## src/rtl/uart_tx_cfg.sv

```systemverilog
// Configurable UART transmitter: DATA_WIDTH bits LSB-first, runtime divisor, parity and stop count.
// Define UART_TX_FIFO_EN to place a FIFO_DEPTH-entry word FIFO in front of the serialiser.
module uart_tx_cfg #(
    parameter int DATA_WIDTH = 8,
    parameter int DIV_WIDTH  = 13,
    parameter int FIFO_DEPTH = 4
) (
    input  logic                  clk,
    input  logic                  rst,
    input  logic [DIV_WIDTH-1:0]  clks_per_bit,
    input  logic [1:0]            parity_mode,
    input  logic                  two_stop,
    input  logic [DATA_WIDTH-1:0] tx_data,
    input  logic                  tx_valid,
    output logic                  tx_ready,
    output logic                  tx_done,
    output logic                  busy,
    output logic                  tx
);

    localparam int IDX_W = $clog2(DATA_WIDTH);

    typedef enum logic [2:0] {S_IDLE, S_START, S_DATA, S_PARITY, S_STOP} state_t;

    state_t                  state_q, state_n;
    logic [DIV_WIDTH-1:0]    cnt_q, cnt_n;
    logic [IDX_W-1:0]        idx_q, idx_n;
    logic                    stop_q, stop_n;
    logic                    tx_q, tx_n;
    logic [DATA_WIDTH-1:0]   data_q, data_n;
    logic [DIV_WIDTH-1:0]    n_q;
    logic                    par_en_q, par_en_n;
    logic                    par_odd_q, par_odd_n;
    logic                    two_stop_q;

    logic                    last_bit, frame_end, start_ok, take;
    logic                    src_avail;
    logic [DATA_WIDTH-1:0]   src_data;

    assign last_bit  = (cnt_q == n_q - DIV_WIDTH'(1));
    assign frame_end = (state_q == S_STOP) && last_bit && (stop_q == two_stop_q);
    assign start_ok  = (state_q == S_IDLE) || frame_end;
    assign take      = start_ok && src_avail;

`ifdef UART_TX_FIFO_EN
    localparam int AW = $clog2(FIFO_DEPTH);

    logic [DATA_WIDTH-1:0] mem [FIFO_DEPTH];
    logic [AW:0]           wr_q, rd_q;
    logic                  full, empty, push;

    // Extra pointer bit distinguishes full from empty when the indices coincide.
    assign empty     = (wr_q == rd_q);
    assign full      = (wr_q[AW] != rd_q[AW]) && (wr_q[AW-1:0] == rd_q[AW-1:0]);
    assign push      = tx_valid && !full;
    assign tx_ready  = !full;
    assign src_avail = !empty;
    assign src_data  = mem[rd_q[AW-1:0]];

    always_ff @(posedge clk) begin
        if (rst) begin
            wr_q <= '0;
            rd_q <= '0;
        end else begin
            if (push) wr_q <= wr_q + (AW+1)'(1);
            if (take) rd_q <= rd_q + (AW+1)'(1);
        end
    end

    always_ff @(posedge clk) begin
        if (push) mem[wr_q[AW-1:0]] <= tx_data;
    end
`else
    assign tx_ready  = start_ok;
    assign src_avail = tx_valid;
    assign src_data  = tx_data;
`endif

    always_comb begin
        state_n   = state_q;
        cnt_n     = cnt_q;
        idx_n     = idx_q;
        stop_n    = stop_q;
        data_n    = take ? src_data : data_q;
        par_en_n  = take ? (parity_mode == 2'b01 || parity_mode == 2'b10) : par_en_q;
        par_odd_n = take ? (parity_mode == 2'b10) : par_odd_q;

        case (state_q)
            S_IDLE: begin
                if (take) begin
                    state_n = S_START;
                    cnt_n   = '0;
                end
            end
            S_START: begin
                if (last_bit) begin
                    state_n = S_DATA;
                    cnt_n   = '0;
                    idx_n   = '0;
                end else begin
                    cnt_n = cnt_q + DIV_WIDTH'(1);
                end
            end
            S_DATA: begin
                if (last_bit) begin
                    cnt_n = '0;
                    if (idx_q == IDX_W'(DATA_WIDTH - 1)) begin
                        state_n = par_en_q ? S_PARITY : S_STOP;
                        stop_n  = 1'b0;
                    end else begin
                        idx_n = idx_q + IDX_W'(1);
                    end
                end else begin
                    cnt_n = cnt_q + DIV_WIDTH'(1);
                end
            end
            S_PARITY: begin
                if (last_bit) begin
                    state_n = S_STOP;
                    stop_n  = 1'b0;
                    cnt_n   = '0;
                end else begin
                    cnt_n = cnt_q + DIV_WIDTH'(1);
                end
            end
            S_STOP: begin
                if (last_bit) begin
                    cnt_n = '0;
                    if (stop_q == two_stop_q) begin
                        state_n = take ? S_START : S_IDLE;
                    end else begin
                        stop_n = 1'b1;
                    end
                end else begin
                    cnt_n = cnt_q + DIV_WIDTH'(1);
                end
            end
            default: state_n = S_IDLE;
        endcase

        // The line level for the next cycle is decided here so tx comes straight from a flop.
        case (state_n)
            S_START:  tx_n = 1'b0;
            S_DATA:   tx_n = data_n[idx_n];
            S_PARITY: tx_n = par_odd_n ? ~^data_n : ^data_n;
            default:  tx_n = 1'b1;
        endcase
    end

    always_ff @(posedge clk) begin
        if (rst) begin
            state_q <= S_IDLE;
            cnt_q   <= '0;
            idx_q   <= '0;
            stop_q  <= 1'b0;
            tx_q    <= 1'b1;
        end else begin
            state_q <= state_n;
            cnt_q   <= cnt_n;
            idx_q   <= idx_n;
            stop_q  <= stop_n;
            tx_q    <= tx_n;
        end
    end

    // Frame word and configuration are captured only when a word is taken.
    always_ff @(posedge clk) begin
        if (take) begin
            data_q     <= src_data;
            n_q        <= (clks_per_bit == '0) ? DIV_WIDTH'(1) : clks_per_bit;
            par_en_q   <= par_en_n;
            par_odd_q  <= par_odd_n;
            two_stop_q <= two_stop;
        end
    end

    assign tx      = tx_q;
    assign busy    = (state_q != S_IDLE);
    assign tx_done = frame_end;

endmodule
```

## config.mk

```make
export PLATFORM = sky130hd
export DESIGN_NAME = uart_tx_cfg
export DESIGN_NICKNAME = d
export VERILOG_FILES = /design/src/rtl/uart_tx_cfg.sv
export SDC_FILE = /design/constraint.sdc
export NUM_CORES = 1
export LEC_CHECK = 0
export CORE_MARGIN = 4
export CORE_UTILIZATION = 60
export CTS_CLUSTER_SIZE = 20
export DETAILED_ROUTE_END_ITERATION = 8
export PLACE_DENSITY = 0.91
export SYNTH_ARGS = -nofsm -noshare
export SYNTH_HDL_FRONTEND = slang
export SYNTH_SLANG_ARGS = --single-unit
export TNS_END_PERCENT = 5
```

## constraint.sdc

```tcl
create_clock -name clk -period 5.65 [get_ports clk]
set_input_delay 1.13 -clock clk [delete_from_list [all_inputs] [get_ports clk]]
set_output_delay 1.13 -clock clk [all_outputs]
set_load 0.01 [all_outputs]
```

## Yosys cells after proc, flatten, opt, wreduce, memory -nomap -nowiden

Index checks and enable logic that the tools add are counted.
Widths: inputs -> output; s select.

| storage, ports and cells | value |
|---|---|
| output and inout port bits | 4 |
| flip-flop bits (word level) | 45 |
| bits of input ports | 27 |
| logic and storage cells | 76 |

| cells by class | value |
|---|---|
| add/subtract/negate cells | 3 |
| order comparisons | 1 |
| eq/ne operators | 18 |
| muxes and demuxes | 29 |
| reductions and logical operators | 15 |

Operator list:

| operator | number |
|---|---|
| $mux 3 | 11 |
| $mux 13 | 2 |
| $pmux 13 s2 | 1 |
| $pmux 3 s5 | 1 |
| $add 13x1->13 const B | 1 |
| $eq 13x13->1 | 1 |
| $logic_not 13->1 | 1 |
| $sub 13x1->13 const B | 1 |
| $eq 3x2->1 const B | 4 |
| $ne 2x2->1 const B | 6 |
| $mux 1 | 9 |
| $mux 8 | 1 |
| $reduce_xnor 8->1 | 1 |
| $reduce_xor 8->1 | 1 |
| $eq 3x1->1 const B | 2 |
| $eq 3x3->1 const B | 2 |
| $pmux 1 s3 | 2 |
| $pmux 3 s2 | 1 |
| $reduce_and 6->1 | 1 |
| $reduce_bool 3->1 | 2 |
| $lt 3x4->1 const B | 1 |
| $reduce_or 4->1 | 1 |
| $add 3x1->3 const B | 1 |
| $bmux 1 s3 | 1 |
| other kinds (8) | 11 |

## Longest topological paths before layout

| depth | value |
|---|---|
| depth after elaboration | 12 |
| mapped depth | 14 |
| gate-level depth less buffers | 13 |

## Worst setup path before layout

OpenSTA, ideal clock, no wires.

| timing path | value |
|---|---|
| kind | reg-to-output |
| start point | register n_q[0] |
| end point | output port tx_ready |
| required time | 4,520 ps |
| buffers on the path | 2 |
| cell stages (with the launch flop) | 11 |
| data arrival time | 2,444 ps |
| slack | 2,076 ps |
| path through | edfxtp_1 > inv_1 > ha_1 > clkbuf_2 > nor3b_1 > nand4_1 > a21oi_1 > o21ai_2 > or3_2 > clkbuf_2 > o21ai_0 |

| between the ends | value |
|---|---|
| longest elaborated chain between the ends | 5 |

Ends and longest elaborated chain:

| what | RTL line | RTL |
|---|---|---|
| start: declaration | 31 | `logic [DIV_WIDTH-1:0] n_q;` |
| start signal: assignment | 170 | `n_q <= (clks_per_bit == '0) ? DIV_WIDTH'(1) : clks_per_bit;` |
| $sub 13x1->13 | 40 | `assign last_bit = (cnt_q == n_q - DIV_WIDTH'(1));` |
| $eq 13x13->1 | 40 |  |
| $logic_and 1x1->1 (2 in series) | 41 | `assign frame_end = (state_q == S_STOP) && last_bit && (stop_q == two_stop_q);` |
| $logic_or 1x1->1 | 42 | `assign start_ok = (state_q == S_IDLE) \|\| frame_end;` |
| end: declaration | 15 | `output logic tx_ready,` |

Every way passes these cells.

## Worst setup path after layout

Ends and elaborated chain as after synthesis.

==> results_dict.tcl <==
set metrics [dict create \
    grt_pass1_vias 2211 \
    cp_max_fo 8 \
    worst_pin_slew_ns 0.645 \
    grt_usage_pct 21.2 \
    tns_ns 0 \
    cp-end-kind "output port" \
    reg2reg_depth 13 \
    antenna_left 0 \
    dp_slack_ns 1.49 \
    grt_max_degree 26 \
    critPathMaxStageDelay_ns 0.55 \
    relSlewSlack_pct 56.8 \
    cts-resized-gates 0 \
    synth_compound_area_share_pct 11.4 \
    io_pins 31 \
    gr-total-overflow 0 \
    min_path_cells 1 \
    min_from "data_q[5]" \
    antenna_found_initial 0 \
    rsz0062_at_grt "false" \
    synthAdderAreaFrac_pct 1.74 \
    fin_nets 359 \
    setup_viol 0 \
    synth_seq_area_share_pct 36.9 \
    htreeDepth 2 \
    ys_warn_count 0 \
    yosys.area_share.simple_pct 25.1 \
    grt_pass1_wl_um 10300 \
    leakagePower_uw 0.00114 \
    synth_cells 315 \
    synth_fp_nets 346 \
    reg2reg_slack_ns 1.82 \
    ys_ff_latch 45 \
    maxCapViolCount 0 \
    cts_max_path_buffers 2 \
    tritoncts "yes" \
    clk_pin_slew_worst_paths_ns 0.08 \
    cts-buffers-inserted 5 \
    synth_flop_cell "dfxtp_1" \
    synth_top_family_by_area "simple AND/OR/NAND/NOR gates" \
    area_growth_pct 12.0 \
    power_uw 723 \
    hold_viol 0 \
    fmax_ghz 0.222 \
    hold_path.class "reg2reg" \
    cp-start-kind "register" \
    muxShareOfSynthArea_pct 6.36 \
    first_pass_iters 5 \
    die-height_um 77.2 \
    via_per_inst 6.13 \
    seqCellArea_sq_um 1060 \
    postCtsSetupRepairBufs 0 \
    reg2reg_from "n_q[0]" \
    diodes 0 \
    fin_worst_skew_ns 0.00507 \
    drtIter0Drc 191 \
    clock_sinks 45 \
    ys_async_sr_fraction_pct 0 \
    crit_type "reg2out" \
    maxSlewViolCount 0 \
    required_ns 4.52 \
    drc 0 \
    p_per_area_nw_per_um2 224 \
    path_cells "inv_1, ha_1, nor3b_1, nand4_1, a21oi_1, o21ai_2, or3_2, o21ai_0, clkdlybuf4s50_1" \
    synth-edff-count 16 \
    clk_latency_ns 0.30 \
    cts_hold_buf 0 \
    crit_arrival_ns 3.37 \
    post-route-min-period_ns 4.50 \
    die_x_um 77.2 \
    wire_per_inst_um 15.9 \
    die_area_sq_um 5960 \
    numPortBuffers 30 \
    syn_area_sq_um 2870 \
    gp_congestion 0.877 \
    reg2reg_to "tx" \
    ir_worst_vdd_mv 0.179 \
    row_count 24 \
    slowest_stage "clkdlybuf4s50_1" \
    wl_um 6060 \
    num_vias 2337 \
    start_util_pct 63.8 \
    multi_input_area_sq_um 1650 \
    dpl.hpwl_um 4690 \
    cts_root_buffer "clkbuf_8" \
    fill_cells 339 \
    whs_endpoint "data_q[5]" \
    synth_xor_xnor_area_share_pct 13.0 \
    setup_slack_ns 1.15 \
    drive_gt1_share_pct 12.2 \
    syn_avg_cell_area_sq_um 9.12 \
    yosysUniqueCellTypes 68 \
    finalCritPeriodShare_pct 79.6 \
    core_sq_um 4500 \
    status "complete, no violations" \
]
per-stage QoR:
| step | instance area (sq um) | utilization, % | std cells | hold slack [ns] |
|---|---|---|---|---|
| 2_1_floorplan | 2870 | - | 315 | 0.457 |
| 3_3_place_gp | 3130 | 69.6 | 373 | 0.489 |
| 3_5_place_dp | 3130 | 69.6 | 373 | 0.496 |
| 4_1_cts | 3220 | 71.5 | 381 | 0.518 |
| 5_1_grt | 3220 | 71.5 | 381 | 0.548 |
| 6_report | 3220 | 71.5 | 381 | 0.509 |
routing by layer:
layer | wire length [um] | up-vias | global-route usage (%)
met1 | 2770 | 1106 | 28.7
met5 | 0 | - | 0
met4 | 120 | 0 | 7.83
met3 | 307 | 12 | 3.51
li1 | - | 1139 | -
met2 | 2850 | 80 | 33.9
area by class of cell:
type,count,share of cell area (%)
multi-input cells,234,51.4
flip-flops and latches,45,33.0
clock buffers,5,2.14
well taps,52,2.02
clock inverters,3,0.544
inverters,12,1.63
repair buffers,30,9.33
registers in the layout (all words and copies together), names as in the netlist:
signal	flops
stop_q	1
par_odd_q	1
n_q	13
cnt_q	13
idx_q	3
two_stop_q	1
state_q	3
data_q	8
par_en_q	1
tx	1
synth_stat cells, types with 2 or more instances:
cell type | instances | area, sq um
o22ai_1 | 3 | 18.8
nor4b_1 | 2 | 17.5
nor3b_1 | 5 | 37.5
nor3_2 | 2 | 20.0
nor4_1 | 5 | 31.3
nand2b_1 | 3 | 18.8
mux2_2 | 6 | 67.6
or2_2 | 2 | 12.5
nor2_1 | 34 | 128
clkbuf_2 | 2 | 10.0
o211ai_1 | 3 | 22.5
o21ai_0 | 5 | 25.0
or3_1 | 2 | 12.5
dfxtp_1 | 29 | 581
a31o_2 | 2 | 17.5
nor3_1 | 5 | 25.0
nand2_1 | 25 | 93.8
xnor2_1 | 25 | 219
buf_2 | 2 | 10.0
nor4_2 | 2 | 25.0
inv_1 | 11 | 41.3
nand3b_1 | 2 | 15.0
nor2b_1 | 3 | 18.8
clkbuf_1 | 18 | 67.6
a31oi_1 | 3 | 18.8
a21o_1 | 4 | 30.0
nand4_1 | 6 | 37.5
ha_1 | 4 | 50.1
nand3_1 | 15 | 75.1
xor2_1 | 15 | 131
and2_1 | 3 | 18.8
o21a_1 | 2 | 15.0
and3_2 | 2 | 15.0
edfxtp_1 | 16 | 480
a21oi_1 | 8 | 40.0
and3_1 | 3 | 18.8
mux2_4 | 2 | 30.0
mux2i_1 | 4 | 40.0
layout by cell type, fill, tap and decap left out, types with 4 or more instances in the layout:
| cell | synthesis | layout |
|---|---|---|
| xor2_1 | 15 | 15 |
| nand4_1 | 6 | 6 |
| nor3b_1 | 5 | 5 |
| inv_1 | 11 | 11 |
| a21oi_1 | 8 | 8 |
| mux2i_1 | 4 | 4 |
| xnor2_1 | 25 | 25 |
| dfxtp_1 | 29 | 29 |
| nor2_1 | 34 | 34 |
| nand2_1 | 25 | 25 |
| ha_1 | 4 | 4 |
| edfxtp_1 | 16 | 16 |
| nor4_1 | 5 | 5 |
| clkdlybuf4s50_1 | 0 | 30 |
| mux2_2 | 6 | 6 |
| a21o_1 | 4 | 4 |
| nor3_1 | 5 | 5 |
| clkbuf_8 | 0 | 5 |
| nand3_1 | 15 | 15 |
| o21ai_0 | 5 | 5 |
how the worst max path moves through the flow:
stage | start | end | cells after the start
floorplan | n_q[0] | tx_ready | 10
global placement | n_q[0] | tx_ready | 9
detailed placement | n_q[0] | tx_ready | 9
CTS | n_q[0] | tx_ready | 9
global route | n_q[0] | tx_ready | 9
finish | n_q[0] | tx_ready | 9
power by group:
part	switching, uW	leakage, uW	internal [uW]
Combinational	70.5	0.000708	78.8
Clock	110	0.0000439	85.4
Sequential	21.2	0.000391	357
critical path: cells and delay by family (launching register included):
kind / cells / cell delay (ns)
DFF: 1 / 0.47
AOI/OAI and AO/OA: 3 / 0.52
adders and majority gates: 1 / 0.32
and+or+nand+nor: 3 / 1.10
buffers and inverters: 2 / 0.66
cells by family after synthesis:
| family | Yosys count |
|---|---|
| flip-flops | 45 |
| XOR/XNOR | 41 |
| multiplexers | 14 |
| AND/OR/NAND/NOR | 130 |
| AO/OA/AOI/OAI | 45 |
| adder cells (fa/ha/maj) | 4 |
| buffers and inverters | 36 |
(Power assumes the default switching activity.)
